**src/rtl/hamming_encode.sv**
```systemverilog
// hamming_encode: SEC Hamming encoder with error-injection hook and a 2-entry output FIFO
module hamming_encode #(
    parameter int data_width     = 16,
    parameter int encoding_width = 21
) (
    input  logic                      clk,
    input  logic                      rstb,
    input  logic [data_width-1:0]     data_in,
    input  logic                      valid_in,
    output logic                      ready_out,
    input  logic                      inject_en,
    input  logic [4:0]                inject_pos,
    output logic [encoding_width-1:0] encoded_data,
    output logic                      valid_out,
    input  logic                      ready_in,
    output logic [15:0]               word_count
);
    localparam int P = encoding_width - data_width;

    logic [encoding_width-1:0] mem [2];
    logic [encoding_width-1:0] code;
    logic [encoding_width-1:0] flip;
    logic                      wr_ptr;
    logic                      rd_ptr;
    logic [1:0]                occ;
    logic                      push;
    logic                      pop;

    // Data fills non-power-of-two positions LSB first; parity at 2^k covers positions with bit k set
    function automatic logic [encoding_width-1:0] encode(input logic [data_width-1:0] d);
        logic [encoding_width-1:0] c;
        int j;
        c = '0;
        j = 0;
        for (int i = 1; i <= encoding_width; i++)
            if ((i & (i - 1)) != 0) begin
                c[i-1] = d[j];
                j++;
            end
        for (int k = 0; k < P; k++)
            for (int i = 1; i <= encoding_width; i++)
                if (((i >> k) & 1) != 0 && (i & (i - 1)) != 0)
                    c[(1 << k) - 1] = c[(1 << k) - 1] ^ c[i-1];
        return c;
    endfunction

    // Codeword and injection mask for the word offered this cycle
    always_comb begin
        code = encode(data_in);
        flip = (inject_en && 32'(inject_pos) < encoding_width)
             ? {{(encoding_width-1){1'b0}}, 1'b1} << inject_pos : '0;
    end

    assign push         = valid_in && ready_out;
    assign pop          = valid_out && ready_in;
    assign valid_out    = occ != 2'd0;
    assign ready_out    = occ != 2'd2;
    assign encoded_data = mem[rd_ptr];

    // FIFO storage, pointers, occupancy and accepted-word counter
    always_ff @(posedge clk or posedge rstb) begin
        if (rstb) begin
            mem[0]     <= '0;
            mem[1]     <= '0;
            wr_ptr     <= 1'b0;
            rd_ptr     <= 1'b0;
            occ        <= 2'd0;
            word_count <= 16'd0;
        end else begin
            if (push) begin
                mem[wr_ptr] <= code ^ flip;
                wr_ptr      <= ~wr_ptr;
                word_count  <= word_count + 16'd1;
            end
            if (pop)
                rd_ptr <= ~rd_ptr;
            occ <= occ + 2'(push) - 2'(pop);
        end
    end
endmodule

```
**config.mk**
```make
export PLATFORM = sky130hd
export DESIGN_NAME = hamming_encode
export DESIGN_NICKNAME = d
export VERILOG_FILES = /design/src/rtl/hamming_encode.sv
export SDC_FILE = /design/constraint.sdc
export NUM_CORES = 1
export LEC_CHECK = 0
export CAP_MARGIN = 20
export CELL_PAD_IN_SITES_DETAIL_PLACEMENT = 0
export CELL_PAD_IN_SITES_GLOBAL_PLACEMENT = 1
export CORE_ASPECT_RATIO = 1.5
export CORE_MARGIN = 10
export CORE_UTILIZATION = 24
export CTS_BUF_LIST = sky130_fd_sc_hd__clkbuf_4 sky130_fd_sc_hd__clkbuf_8
export DETAILED_ROUTE_END_ITERATION = 8
export GPL_TIMING_DRIVEN = 0
export PLACE_DENSITY_LB_ADDON = 0.1
export SETUP_SLACK_MARGIN = 0.05
export SLEW_MARGIN = 20
export SYNTH_ARGS = -nofsm -noshare
export SYNTH_HDL_FRONTEND = slang
export SYNTH_SLANG_ARGS = --single-unit
```
**constraint.sdc**
```tcl
create_clock -name clk -period 6.8 [get_ports clk]
set_input_delay 2.04 -clock clk [delete_from_list [all_inputs] [get_ports clk]]
set_output_delay 2.04 -clock clk [all_outputs]
set_load 0.02 [all_outputs]
```
==> impl_metrics.env, run 1 <==
export IMPL_maxCapViolCount=0
export IMPL_area_growth_pct=32.6
export IMPL_n_antenna_cell=0
export IMPL_ctsResizeCount=0
export IMPL_die_height_um=165
export IMPL_finClkSkew_ns=0.00803
export IMPL_fmax_mhz=231
export IMPL_core_sq_um=13600
export IMPL_post_drt_via_cell_ratio=4.35
export IMPL_first_iter_violations=48
export IMPL_r2r_slack_ns=4.78
export IMPL_via_count=2215
export IMPL_reg2regPathDepth=7
export IMPL_cp_data_arrival_time_ns=2.28
export IMPL_final_common_cell="clkdlybuf4s50_1"
export IMPL_hp_start="word_count[15]"
export IMPL_p_leak_nw=1.85
export IMPL_dieArea_sq_um=19200
export IMPL_antenna_found_initial=0
export IMPL_switchingPower_w=0.000660
export IMPL_sequentialPowerShare=0.325
export IMPL_layout_common_cells="clkdlybuf4s50_1 (64), mux2_2 (63), dfrtp_1 (62)"
export IMPL_rsz0062_at_grt="no"
export IMPL_cts_max_level=3
export IMPL_p_int_w=0.00125
export IMPL_yosysWarnings=0
export IMPL_whs_ns=0.473
export IMPL_fin_tns_setup_ns=0
export IMPL_slew_headroom=0.539
export IMPL_use_met1=0.109
export IMPL_worstPathRequired_ns=4.76
export IMPL_cp_slowest_cell="clkdlybuf4s50_1"
export IMPL_drtAntennaViolNets=0
export IMPL_ir_drop_v=0.000130
export IMPL_tightest_slew_ns=0.691
export IMPL_rows=52
export IMPL_use_met2=0.166
export IMPL_rr_startpoint="occ[1]"
export IMPL_report_final_hold_viol_count=0
export IMPL_portBuffers=64
export IMPL_synth_area_per_cell_sq_um=12.6
export IMPL_hold_depth=1
export IMPL_grt_pass1_vias=2488
export IMPL_clk_pin_slew_ns=0.07
export IMPL_worstReg2RegEnd="mem[34]"
export IMPL_clkPwrFrac=0.189
export IMPL_first_pass_iters=4
export IMPL_clk_latency_ns=0.35
export IMPL_crit_fanout=10
export IMPL_synth_seq_area_share=0.463
export IMPL_root_buffer="clkbuf_8"
export IMPL_ys_types=27
export IMPL_fp_dieW_um=117
export IMPL_hold_path_class="reg2reg"
export IMPL_drt_wirelength_per_cell_um=17.7
export IMPL_finalWirelength_mm=9.00
export IMPL_grt_total_usage=0.0995
export IMPL_combPwrFrac=0.485
export IMPL_swShare=0.345
export IMPL_crit_chain="buf_1, mux2_2, clkdlybuf4s50_1"
export IMPL_route_detailed_drc=0
export IMPL_grt_use_met3=0.0312
export IMPL_layout_drive_gt1_share=0.265
export IMPL_crit_path_start_kind="flop"
export IMPL_hold_end="word_count[15]"
export IMPL_ys_ff_latch=62
export IMPL_final_nets=371
export IMPL_top_usage_layer="met2"
export IMPL_fin_crit_sh=0.636
export IMPL_grt_max_degree=46
export IMPL_numCtsBuffers=9
export IMPL_critPathMaxStageDelay_ns=0.55
export IMPL_holdBufCountCts=0
export IMPL_min_period_ns=4.32
export IMPL_status="completed"
export IMPL_grt_first_pass_wirelength_mm=14.1
export IMPL_cts_setup_buffers=0
export IMPL_fin_util=0.327
export IMPL_grt_remaining_overflow=0
export IMPL_clock_sinks=62
export IMPL_crit_path_end_kind="output port"
export IMPL_gp_congestion=0.723
export IMPL_synthesis_nets=295
export IMPL_synth_area_sq_um=3350
export IMPL_synthCells=266
export IMPL_initial_utilization=0.247
export IMPL_boundaryPins=65
export IMPL_setup_viol=0
export IMPL_slew_violations=0
export IMPL_clockBufferDepth=2
export IMPL_p_per_area_nw_per_um2=430
export IMPL_critPathKind="reg2out"
export IMPL_dp_final_hpwl_mm=6.90
export IMPL_cts_tree="done"
==> worst max path at each step <==
stage	from	endpoint	slack [ns]	cells after the start
2_1_floorplan	rstb	mem[0]	3.22	1
3_3_place_gp	rstb	mem[16]	1.89	2
3_5_place_dp	data_in[15]	mem[3]	2.58	5
4_1_cts	rd_ptr	encoded_data[10]	2.40	3
5_1_grt	rd_ptr	encoded_data[8]	2.32	3
6_report	rd_ptr	encoded_data[2]	2.48	3
==> cells in the mapped netlist <==
library cell  count  share of area
nor3_2            1         0.0030
buf_1             2         0.0022
nor3b_1           2         0.0045
xnor2_1          35          0.091
nor4bb_1          1         0.0030
nand3_1           6         0.0090
xnor3_1           8          0.054
mux2_2           63           0.21
clkbuf_1          1         0.0011
ha_1              3          0.011
nand2b_1          3         0.0056
nor4_1            2         0.0037
nor2_1            8         0.0090
inv_1             5         0.0056
and3_1            2         0.0037
and4bb_2          2         0.0075
buf_2             6         0.0090
nand4_1           8          0.015
nand4b_1          2         0.0052
dfrtp_1          62           0.46
or4b_4            1         0.0041
nor2b_1           3         0.0056
nand2_1          16          0.018
or2_2             1         0.0019
xor2_1           16          0.042
nor3_1            5         0.0075
and2_1            2         0.0037
==> stage by stage <==
step | cell area [sq um] | power (W) | std cells | worst slack (ns)
after floorplan | 3350 | 0.00120 | 266 | 3.22
after global placement | 4200 | 0.00157 | 492 | 1.89
after detailed placement | 4230 | 0.00158 | 493 | 2.58
after CTS | 4450 | 0.00196 | 509 | 2.40
after global routing | 4450 | 0.00204 | 509 | 2.32
final | 4450 | 0.00191 | 509 | 2.48
==> power groups by stage <==
stage	combinational, W	clock (W)	sequential [W]
2_1_floorplan	0.000582	0	0.000619
3_3_place_gp	0.000945	0	0.000625
3_5_place_dp	0.000951	0	0.000631
4_1_cts	0.000956	0.000379	0.000625
5_1_grt	0.00100	0.000395	0.000647
6_report	0.000928	0.000362	0.000622
==> worst max-delay path, delay by kind of cell, from the launching register on <==
kind | cells | cell delay (ns)
multiplexers | 1 | 0.44
buffers and inverters | 2 | 1.08
flip-flops | 1 | 0.41
==> flip-flops by register name (all words and copies together), names as in the netlist <==
signal      count
mem            42
word_count     16
wr_ptr          1
rd_ptr          1
occ             2
==> kinds of logic after synthesis <==
group / after synthesis / synth area share
xor gates and xnor gates: 59 / 0.187
adders and majority gates: 3 / 0.0112
buffers and inverters: 14 / 0.0179
DFF: 62 / 0.463
muxes: 63 / 0.212
and+or+nand+nor: 65 / 0.110
==> per-layer routing <==
metal / vias up / share of wire
li1: 1068 / -
met1: 1091 / 0.41
met2: 44 / 0.52
met3: 12 / 0.056
met4: 0 / 0.018
met5: - / 0
==> final cells by class <==
class                           instances  area [sq um]
Inverter                                5          21.3
Clock buffer                           14           180
Fill cell                            1372          9150
Multi-Input combinational cell        190          1740
Clock inverter                          2          38.8
Timing Repair Buffer                   65           668
Sequential cell                        62          1550
Tap cell                              162           203
Buffer                                  9          41.3
No activity file was read; power rests on OpenSTA's default activity.
==> inputs of run 2 (changes only) <==
- clock period: 6.8 -> 4.2 ns (I/O delays scaled with it)
==> results of run 2 <==
The final DEF is identical to that of run 1. Status: completed.
Main changes from that run: setup slack after placement 2.58 ns -> 0.759 ns; setup slack after layout 2.48 ns -> 0.659 ns; register-to-register setup slack 4.78 ns -> 2.18 ns; total power 0.00191 W -> 0.00310 W; worst IR drop on VDD 0.000130 V -> 0.000210 V
